--- src/rtl/lifo_gen_ses.vh ---
// ============================================================================
// lifo_gen_ses.vh : 4-bit stack-effect encodings shared with the decoder.
// Rev 1.0
// ============================================================================
`ifndef LIFO_GEN_SES_VH
`define LIFO_GEN_SES_VH
`define SE_NONE  4'd0
`define SE_DROP  4'd1
`define SE_PUSH  4'd2
`define SE_RPLC  4'd3
`define SE_SWAP  4'd4
`define SE_OVER  4'd5
`define SE_ZDUP  4'd6
`define SE_ROT3  4'd7
`define SE_DUP   4'd8
`define SE_NIP   4'd9
`define SE_TUCK  4'd10
`define SE_MROT  4'd11
`define SE_CLEAR 4'd12
`endif

--- src/rtl/lifo_gen_pkg.sv ---
// ============================================================================
// lifo_gen_pkg : stack-effect codes and decode types for lifo_gen.
// Rev 1.0
// ============================================================================
`default_nettype none

package lifo_gen_pkg;

    // Values mirror lifo_gen_ses.vh so decoder and stack agree.
    typedef enum logic [3:0] {
        SE_NONE  = 4'd0,
        SE_DROP  = 4'd1,
        SE_PUSH  = 4'd2,
        SE_RPLC  = 4'd3,
        SE_SWAP  = 4'd4,
        SE_OVER  = 4'd5,
        SE_ZDUP  = 4'd6,
        SE_ROT3  = 4'd7,
        SE_DUP   = 4'd8,
        SE_NIP   = 4'd9,
        SE_TUCK  = 4'd10,
        SE_MROT  = 4'd11,
        SE_CLEAR = 4'd12
    } se_e;

    typedef enum logic [1:0] {
        DLT_ZERO = 2'd0,
        DLT_INC  = 2'd1,
        DLT_DEC  = 2'd2
    } delta_e;

    typedef enum logic [1:0] {
        SH_HOLD = 2'd0,
        SH_DOWN = 2'd1,
        SH_UP   = 2'd2,
        SH_ZERO = 2'd3
    } shift_e;

endpackage

`default_nettype wire

--- src/rtl/lifo_gen_cnt.sv ---
// ============================================================================
// lifo_gen_cnt : element count, full/empty status and sticky ovf/unf flags.
// Rev 1.0
// ============================================================================
`default_nettype none

module lifo_gen_cnt
    import lifo_gen_pkg::*;
#(
    parameter int DEPTH = 12,
    parameter int CW    = $clog2(DEPTH + 1)
) (
    input  logic          i_clk,
    input  logic          i_rst,
    input  logic [1:0]    i_req,
    input  delta_e        i_dlt,
    input  logic          i_clr,
    output logic [CW-1:0] o_cnt,
    output logic          o_empty,
    output logic          o_full,
    output logic          o_ovf,
    output logic          o_unf
);

    localparam logic [CW-1:0] C_FULL = CW'(DEPTH);

    logic [CW-1:0] cnt_q, cnt_d;
    logic          empty_q, full_q, ovf_q, unf_q;
    logic          ovf_d, unf_d;

    always_comb begin
        cnt_d = cnt_q;
        ovf_d = ovf_q;
        unf_d = unf_q | (cnt_q < CW'(i_req));
        case (i_dlt)
            DLT_INC: begin
                if (cnt_q == C_FULL) ovf_d = 1'b1;
                else                 cnt_d = cnt_q + CW'(1);
            end
            DLT_DEC: begin
                if (cnt_q != '0) cnt_d = cnt_q - CW'(1);
            end
            default: ;
        endcase
        // Clear dominates any flag raised by the same operation.
        if (i_clr) begin
            cnt_d = '0;
            ovf_d = 1'b0;
            unf_d = 1'b0;
        end
    end

    always_ff @(posedge i_clk or posedge i_rst) begin
        if (i_rst) begin
            cnt_q   <= '0;
            empty_q <= 1'b1;
            full_q  <= 1'b0;
            ovf_q   <= 1'b0;
            unf_q   <= 1'b0;
        end else begin
            cnt_q   <= cnt_d;
            empty_q <= (cnt_d == '0);
            full_q  <= (cnt_d == C_FULL);
            ovf_q   <= ovf_d;
            unf_q   <= unf_d;
        end
    end

    assign o_cnt   = cnt_q;
    assign o_empty = empty_q;
    assign o_full  = full_q;
    assign o_ovf   = ovf_q;
    assign o_unf   = unf_q;

endmodule

`default_nettype wire

--- src/rtl/lifo_gen.sv ---
// ============================================================================
// lifo_gen : parametrised shift-register LIFO with top two elements exposed.
// Rev 1.0
// ============================================================================
`default_nettype none

module lifo_gen
    import lifo_gen_pkg::*;
#(
    parameter int WIDTH = 8,
    parameter int DEPTH = 12,
    parameter int CW    = $clog2(DEPTH + 1)
) (
    input  logic             i_clk,
    input  logic             i_rst,
    input  logic [3:0]       i_se,
    input  logic [WIDTH-1:0] i_data,
    output logic [WIDTH-1:0] o_s0,
    output logic [WIDTH-1:0] o_s1,
    output logic [CW-1:0]    o_cnt,
    output logic             o_empty,
    output logic             o_full,
    output logic             o_ovf,
    output logic             o_unf
);

    logic [WIDTH-1:0] w_stk [DEPTH];
    logic [WIDTH-1:0] w_up  [DEPTH];
    logic [WIDTH-1:0] w_t0, w_t1, w_t2;
    shift_e           w_sh;
    logic [1:0]       w_req;
    delta_e           w_dlt;
    logic             w_clr;

    // Top three slots get explicit values; deeper slots follow w_sh.
    always_comb begin
        w_t0  = w_stk[0];
        w_t1  = w_stk[1];
        w_t2  = w_stk[2];
        w_sh  = SH_HOLD;
        w_req = 2'd0;
        w_dlt = DLT_ZERO;
        w_clr = 1'b0;
        case (i_se)
            SE_DROP: begin
                w_t0 = w_stk[1]; w_t1 = w_stk[2]; w_t2 = w_up[2];
                w_sh = SH_UP; w_req = 2'd1; w_dlt = DLT_DEC;
            end
            SE_PUSH: begin
                w_t0 = i_data; w_t1 = w_stk[0]; w_t2 = w_stk[1];
                w_sh = SH_DOWN; w_dlt = DLT_INC;
            end
            SE_RPLC: begin
                w_t0 = i_data; w_req = 2'd1;
            end
            SE_SWAP: begin
                w_t0 = w_stk[1]; w_t1 = w_stk[0]; w_req = 2'd2;
            end
            SE_OVER: begin
                w_t0 = w_stk[1]; w_t1 = w_stk[0]; w_t2 = w_stk[1];
                w_sh = SH_DOWN; w_req = 2'd2; w_dlt = DLT_INC;
            end
            SE_ZDUP: begin
                w_req = 2'd1;
                // Decision on the pre-edge top; a zero top leaves the stack alone.
                if (w_stk[0] != '0) begin
                    w_t1 = w_stk[0]; w_t2 = w_stk[1];
                    w_sh = SH_DOWN; w_dlt = DLT_INC;
                end
            end
            SE_ROT3: begin
                w_t0 = w_stk[2]; w_t1 = w_stk[0]; w_t2 = w_stk[1]; w_req = 2'd3;
            end
            SE_DUP: begin
                w_t1 = w_stk[0]; w_t2 = w_stk[1];
                w_sh = SH_DOWN; w_req = 2'd1; w_dlt = DLT_INC;
            end
            SE_NIP: begin
                w_t1 = w_stk[2]; w_t2 = w_up[2];
                w_sh = SH_UP; w_req = 2'd2; w_dlt = DLT_DEC;
            end
            SE_TUCK: begin
                w_t2 = w_stk[0];
                w_sh = SH_DOWN; w_req = 2'd2; w_dlt = DLT_INC;
            end
            SE_MROT: begin
                w_t0 = w_stk[1]; w_t1 = w_stk[2]; w_t2 = w_stk[0]; w_req = 2'd3;
            end
            SE_CLEAR: begin
                w_t0 = '0; w_t1 = '0; w_t2 = '0;
                w_sh = SH_ZERO; w_clr = 1'b1;
            end
            default: ;
        endcase
    end

    for (genvar k = 0; k < DEPTH; k++) begin : g_stk
        logic [WIDTH-1:0] elem_q, elem_d;

        // Shifting up fills the bottom slot with zero.
        if (k + 1 < DEPTH) begin : g_up
            assign w_up[k] = w_stk[k+1];
        end else begin : g_up_last
            assign w_up[k] = '0;
        end

        if (k == 0) begin : g_s0
            assign elem_d = w_t0;
        end else if (k == 1) begin : g_s1
            assign elem_d = w_t1;
        end else if (k == 2) begin : g_s2
            assign elem_d = w_t2;
        end else begin : g_deep
            always_comb begin
                case (w_sh)
                    SH_DOWN: elem_d = w_stk[k-1];
                    SH_UP:   elem_d = w_up[k];
                    SH_ZERO: elem_d = '0;
                    default: elem_d = elem_q;
                endcase
            end
        end

        always_ff @(posedge i_clk or posedge i_rst) begin
            if (i_rst) elem_q <= '0;
            else       elem_q <= elem_d;
        end

        assign w_stk[k] = elem_q;
    end

    lifo_gen_cnt #(
        .DEPTH (DEPTH),
        .CW    (CW)
    ) u_cnt (
        .i_clk   (i_clk),
        .i_rst   (i_rst),
        .i_req   (w_req),
        .i_dlt   (w_dlt),
        .i_clr   (w_clr),
        .o_cnt   (o_cnt),
        .o_empty (o_empty),
        .o_full  (o_full),
        .o_ovf   (o_ovf),
        .o_unf   (o_unf)
    );

    assign o_s0 = w_stk[0];
    assign o_s1 = w_stk[1];

endmodule

`default_nettype wire

--- config.mk ---
export PLATFORM = sky130hd
export DESIGN_NAME = lifo_gen
export DESIGN_NICKNAME = d
export VERILOG_FILES = /design/src/rtl/lifo_gen_ses.vh /design/src/rtl/lifo_gen_pkg.sv /design/src/rtl/lifo_gen_cnt.sv /design/src/rtl/lifo_gen.sv
export SDC_FILE = /design/constraint.sdc
export NUM_CORES = 1
export LEC_CHECK = 0
export CORE_MARGIN = 3
export CORE_UTILIZATION = 35
export CTS_CLUSTER_SIZE = 24
export DETAILED_ROUTE_END_ITERATION = 6
export DONT_BUFFER_PORTS = 1
export GPL_TIMING_DRIVEN = 0
export SYNTH_ARGS = -nofsm -noshare
export SYNTH_HDL_FRONTEND = slang
export SYNTH_HIERARCHICAL = 1
export SYNTH_SLANG_ARGS = --single-unit
--- constraint.sdc ---
create_clock -name i_clk -period 2.8 [get_ports i_clk]
set_input_delay 0.42 -clock i_clk [delete_from_list [all_inputs] [get_ports i_clk]]
set_output_delay 0.42 -clock i_clk [all_outputs]
set_load 0.01 [all_outputs]
==> summary.txt <==
Timing
  – Period utilisation layout: 97.4%
  – Slew HR: 16.1%
  – Tmin final: 2.73 ns
  – PnR worst setup slack: 0.0720 ns
  – Max-slew violations: 0
  – Achievable Freq: 0.367 GHz
  – Worst Hold Margin: 0.501 ns
  – Setup Viol. Count Final: 0
  – Actual slew at the worst max-slew pin: 1.25 ns
  – Setup Skew: 0.0125 ns
  – Final hold vios: 0

Layout
  – Area occupied by multi-input gates: 4030 sq um
  – Syn-to-layout area delta: 11.0%
  – Filler cells: 1964
  – Register area: 2610 sq um
  – Share of cells above drive strength 1: 19.1%
  – ANT cells: 0
  – Final Net Count: 820

Route
  – Detail Route Antenna Nets: 0
  – Vias: 6496
  – WL final: 21600 microns
  – DR pass1 iterations: 7
  – DRC errors left: 0
  – Initial DRC Count: 691
  – Vias per cell: 6.07
  – Routed wire per std cell: 20.2 microns

Place
  – HPWL Detailed: 15000 microns
  – Port Buf Inserts: 0
  – Post-Place Setup Slack: -0.358 ns
  – Final GP Congestion: 0.859

Critical path
  – CP cell instances: nor4_4 -> a211oi_4 -> or2_4 -> inv_2 -> ha_4 -> and4b_4 -> o41a_1 -> or3_4 -> o221ai_4 -> nor4b_2
  – Worst path top cell family by delay: simple AND/OR/NAND/NOR gates
  – Crit path largest cell delay: 0.49 ns
  – Worst Path Buf+Inv: 1
  – CP arrival: 2.95 ns
  – WP depth: 10
  – Critical Path Start: o_s0[2]
  – CP Data Required Time: 3.02 ns
  – R2R Path Start: o_s0[2]
  – Slowest library cell on the worst path: dfrtp_2
  – Critical path class: flop to flop
  – Critical-path maximum fanout: 6
  – R2R cell count: 10
  – CP Launch Type: flop
  – Critical Path End Type: flop

Power
  – Clock power frac: 21.2%
  – Worst vdd ir: 0.322 mV
  – Flop pwr share: 48.1%
  – Switching Fraction: 39.8%
  – Comb power frac: 30.7%
  – Sw Pwr: 2.27 mW
  – Internal power: 3.44 mW
  – Tot Pwr: 5.71 mW
  – Cell Pwr Density: 722 nW/um^2
  – Leak pwr: 3.23 nW

Floorplanning
  – Die Y: 149 microns
  – Top-Level Pins: 38
  – Floorplan row count: 51
  – Initial Utilization: 36.2%
  – Die area: 22100 sq um
  – Chip width: 149 microns
  – Core area: 19700 sq um

Global routing
  – Vias in the first global route: 6229
  – Grt total ovfl: 0
  – Pin count of the biggest net entering global routing: 30
  – Global-route wire length before repair: 35600 microns
  – All-Layer GR Usage: 19.8%
  – Antenna violations before repair: 0

Clocking
  – Clock latency at the later pin of the worst-skew pair: 0.36 ns
  – CTS tree: built
  – Clock buffer depth: 2
  – CTS H-tree depth: 3
  – Total CTS buffers: 9
  – Clock slew at reported path FFs: 0.08 ns
  – Clk sinks: 104
  – Root buffer cell: clkbuf_16

Run status
  – Status: finished clean

Logic synthesis
  – Synthesis-stage register bit count: 104
  – Syn Area/Cell: 9.14 sq um
  – Async set-reset flop share out of synthesis: 100%
  – Biggest area consumer among synthesized cells: dfrtp_1
  – Mapped cell area: 7130 sq um
  – Count leader, synth: a21oi_1
  – Seq/Total Area, Yosys: 36.5%
  – Syn Nets: 799
  – Synth top area cells: dfrtp_1 36%, a211oi_2 11%, a21oi_1 7.7%
  – Post-synth cell types: 62
  – Synthesis warning total: 6
  – Most frequent cells after synthesis: 109 x a21oi_1, 103 x dfrtp_1, 73 x nor2_1, 62 x a211oi_2, 60 x o21ai_0
  – Post-synth EDFFs: 0
  – Top_reg_cell synth: dfrtp_1
  – Top cell type's share of synthesized area: 36.1%
  – Post-synthesis cell count: 780

Job
  – Max-cap violations: 0

Worst hold path
  – WHS Path Cells: 3
  – Min-delay worst type: input port to flop
  – Hold Path Origin: i_data[4]
[state kept, by name, summed over array words and instances (netlist names)]
name / count
g_stk.elem_q: 80
o_s0: 8
o_s1: 8
u_cnt/o_cnt: 4
u_cnt/o_empty: 1
u_cnt/o_full: 1
u_cnt/o_ovf: 1
u_cnt/o_unf: 1
[per-stage QoR]
step	cell area (sq um)	util (%)	setup TNS, ns	cells
2_1_floorplan	7180	-	-0.0288	780
3_3_place_gp	7520	38.1	-0.991	1045
3_5_place_dp	7580	38.5	-1.00	1048
4_1_cts	7880	40.0	0	1068
5_1_grt	7910	40.1	-0.0233	1071
6_report	7910	40.1	0	1071
[per-layer routing]
layer  part of all wire (%)  routed length (microns)  GRT usage (%)  vias to the layer above
met4                    1.6                      357           5.26                        0
li1                       -                        -              -                     3005
met2                     46                     9880           30.6                      220
met1                     46                     9950           28.3                     3238
met3                    6.7                     1450           4.50                       33
met5                      0                        0              0                        -
[layout make-up]
type / instances / share of cell area [%]
multi-input cells: 577 / 51.0
flip-flops and latches: 104 / 33.0
plain buffers: 77 / 5.79
well taps: 265 / 4.19
clock buffers: 11 / 2.94
repair buffers: 12 / 1.74
inverters: 20 / 0.996
clock inverters: 5 / 0.411
[layout by cell type, fill, tap and decap left out, types with 10 or more instances in the layout]
master    count
a21oi_1     109
dfrtp_1      98
nor2_1       73
a211oi_2     61
o21ai_0      60
clkbuf_1     38
nand2_1      37
o22ai_1      35
a21o_1       33
o32a_1       24
inv_1        17
buf_2        16
nand2b_1     12
buf_4        11
buf_1        10
[repair_timing]
| action | CTS | global route |
|---|---|---|
| endpoints found under the setup margin | 5 | 2 |
| buffers inserted | 5 | 3 |
| hold endpoints to repair | 23 | 0 |
| cloned | 0 | 0 |
| hold buffers | 1 | 0 |
| resized for setup | 4 | 4 |
| pin swaps | 4 | 4 |
[final timing paths]
path / to / slack, ns
min in group asynchronous: u_cnt/o_cnt[0] / 0.54
hold / removal: o_s0[4] / 0.50
setup reg to reg: u_cnt/o_full / 0.07
hold reg to reg: g_stk[11].elem_q[7] / 0.55
setup / recovery: u_cnt/o_full / 0.07
max in group asynchronous: o_s0[7] / 1.24
[worst min-delay path, stage by stage]
cell	delay, ns
o21ai_0	0.05
a22oi_1	0.18
a32o_1	0.18
[power groups by stage]
stage          combinational, mW  clock (mW)  sequential (mW)
4_1_cts                     1.75        1.24             2.72
3_5_place_dp                1.73           0             2.75
5_1_grt                     1.97        1.30             2.82
2_1_floorplan               1.48           0             2.45
6_report                    1.75        1.21             2.75
3_3_place_gp                1.69           0             2.75
[cells by family after synthesis]
| kind of cell | count (synthesis) | share of synthesized area, % |
|---|---|---|
| AND/OR/NAND/NOR | 169 | 12.4 |
| buffers and inverters | 99 | 7.60 |
| flip-flops | 104 | 36.5 |
| multiplexers | 17 | 2.53 |
| AO/OA/AOI/OAI | 386 | 40.1 |
| adder cells (fa/ha/maj) | 5 | 0.877 |
(Power assumes the default switching activity.)
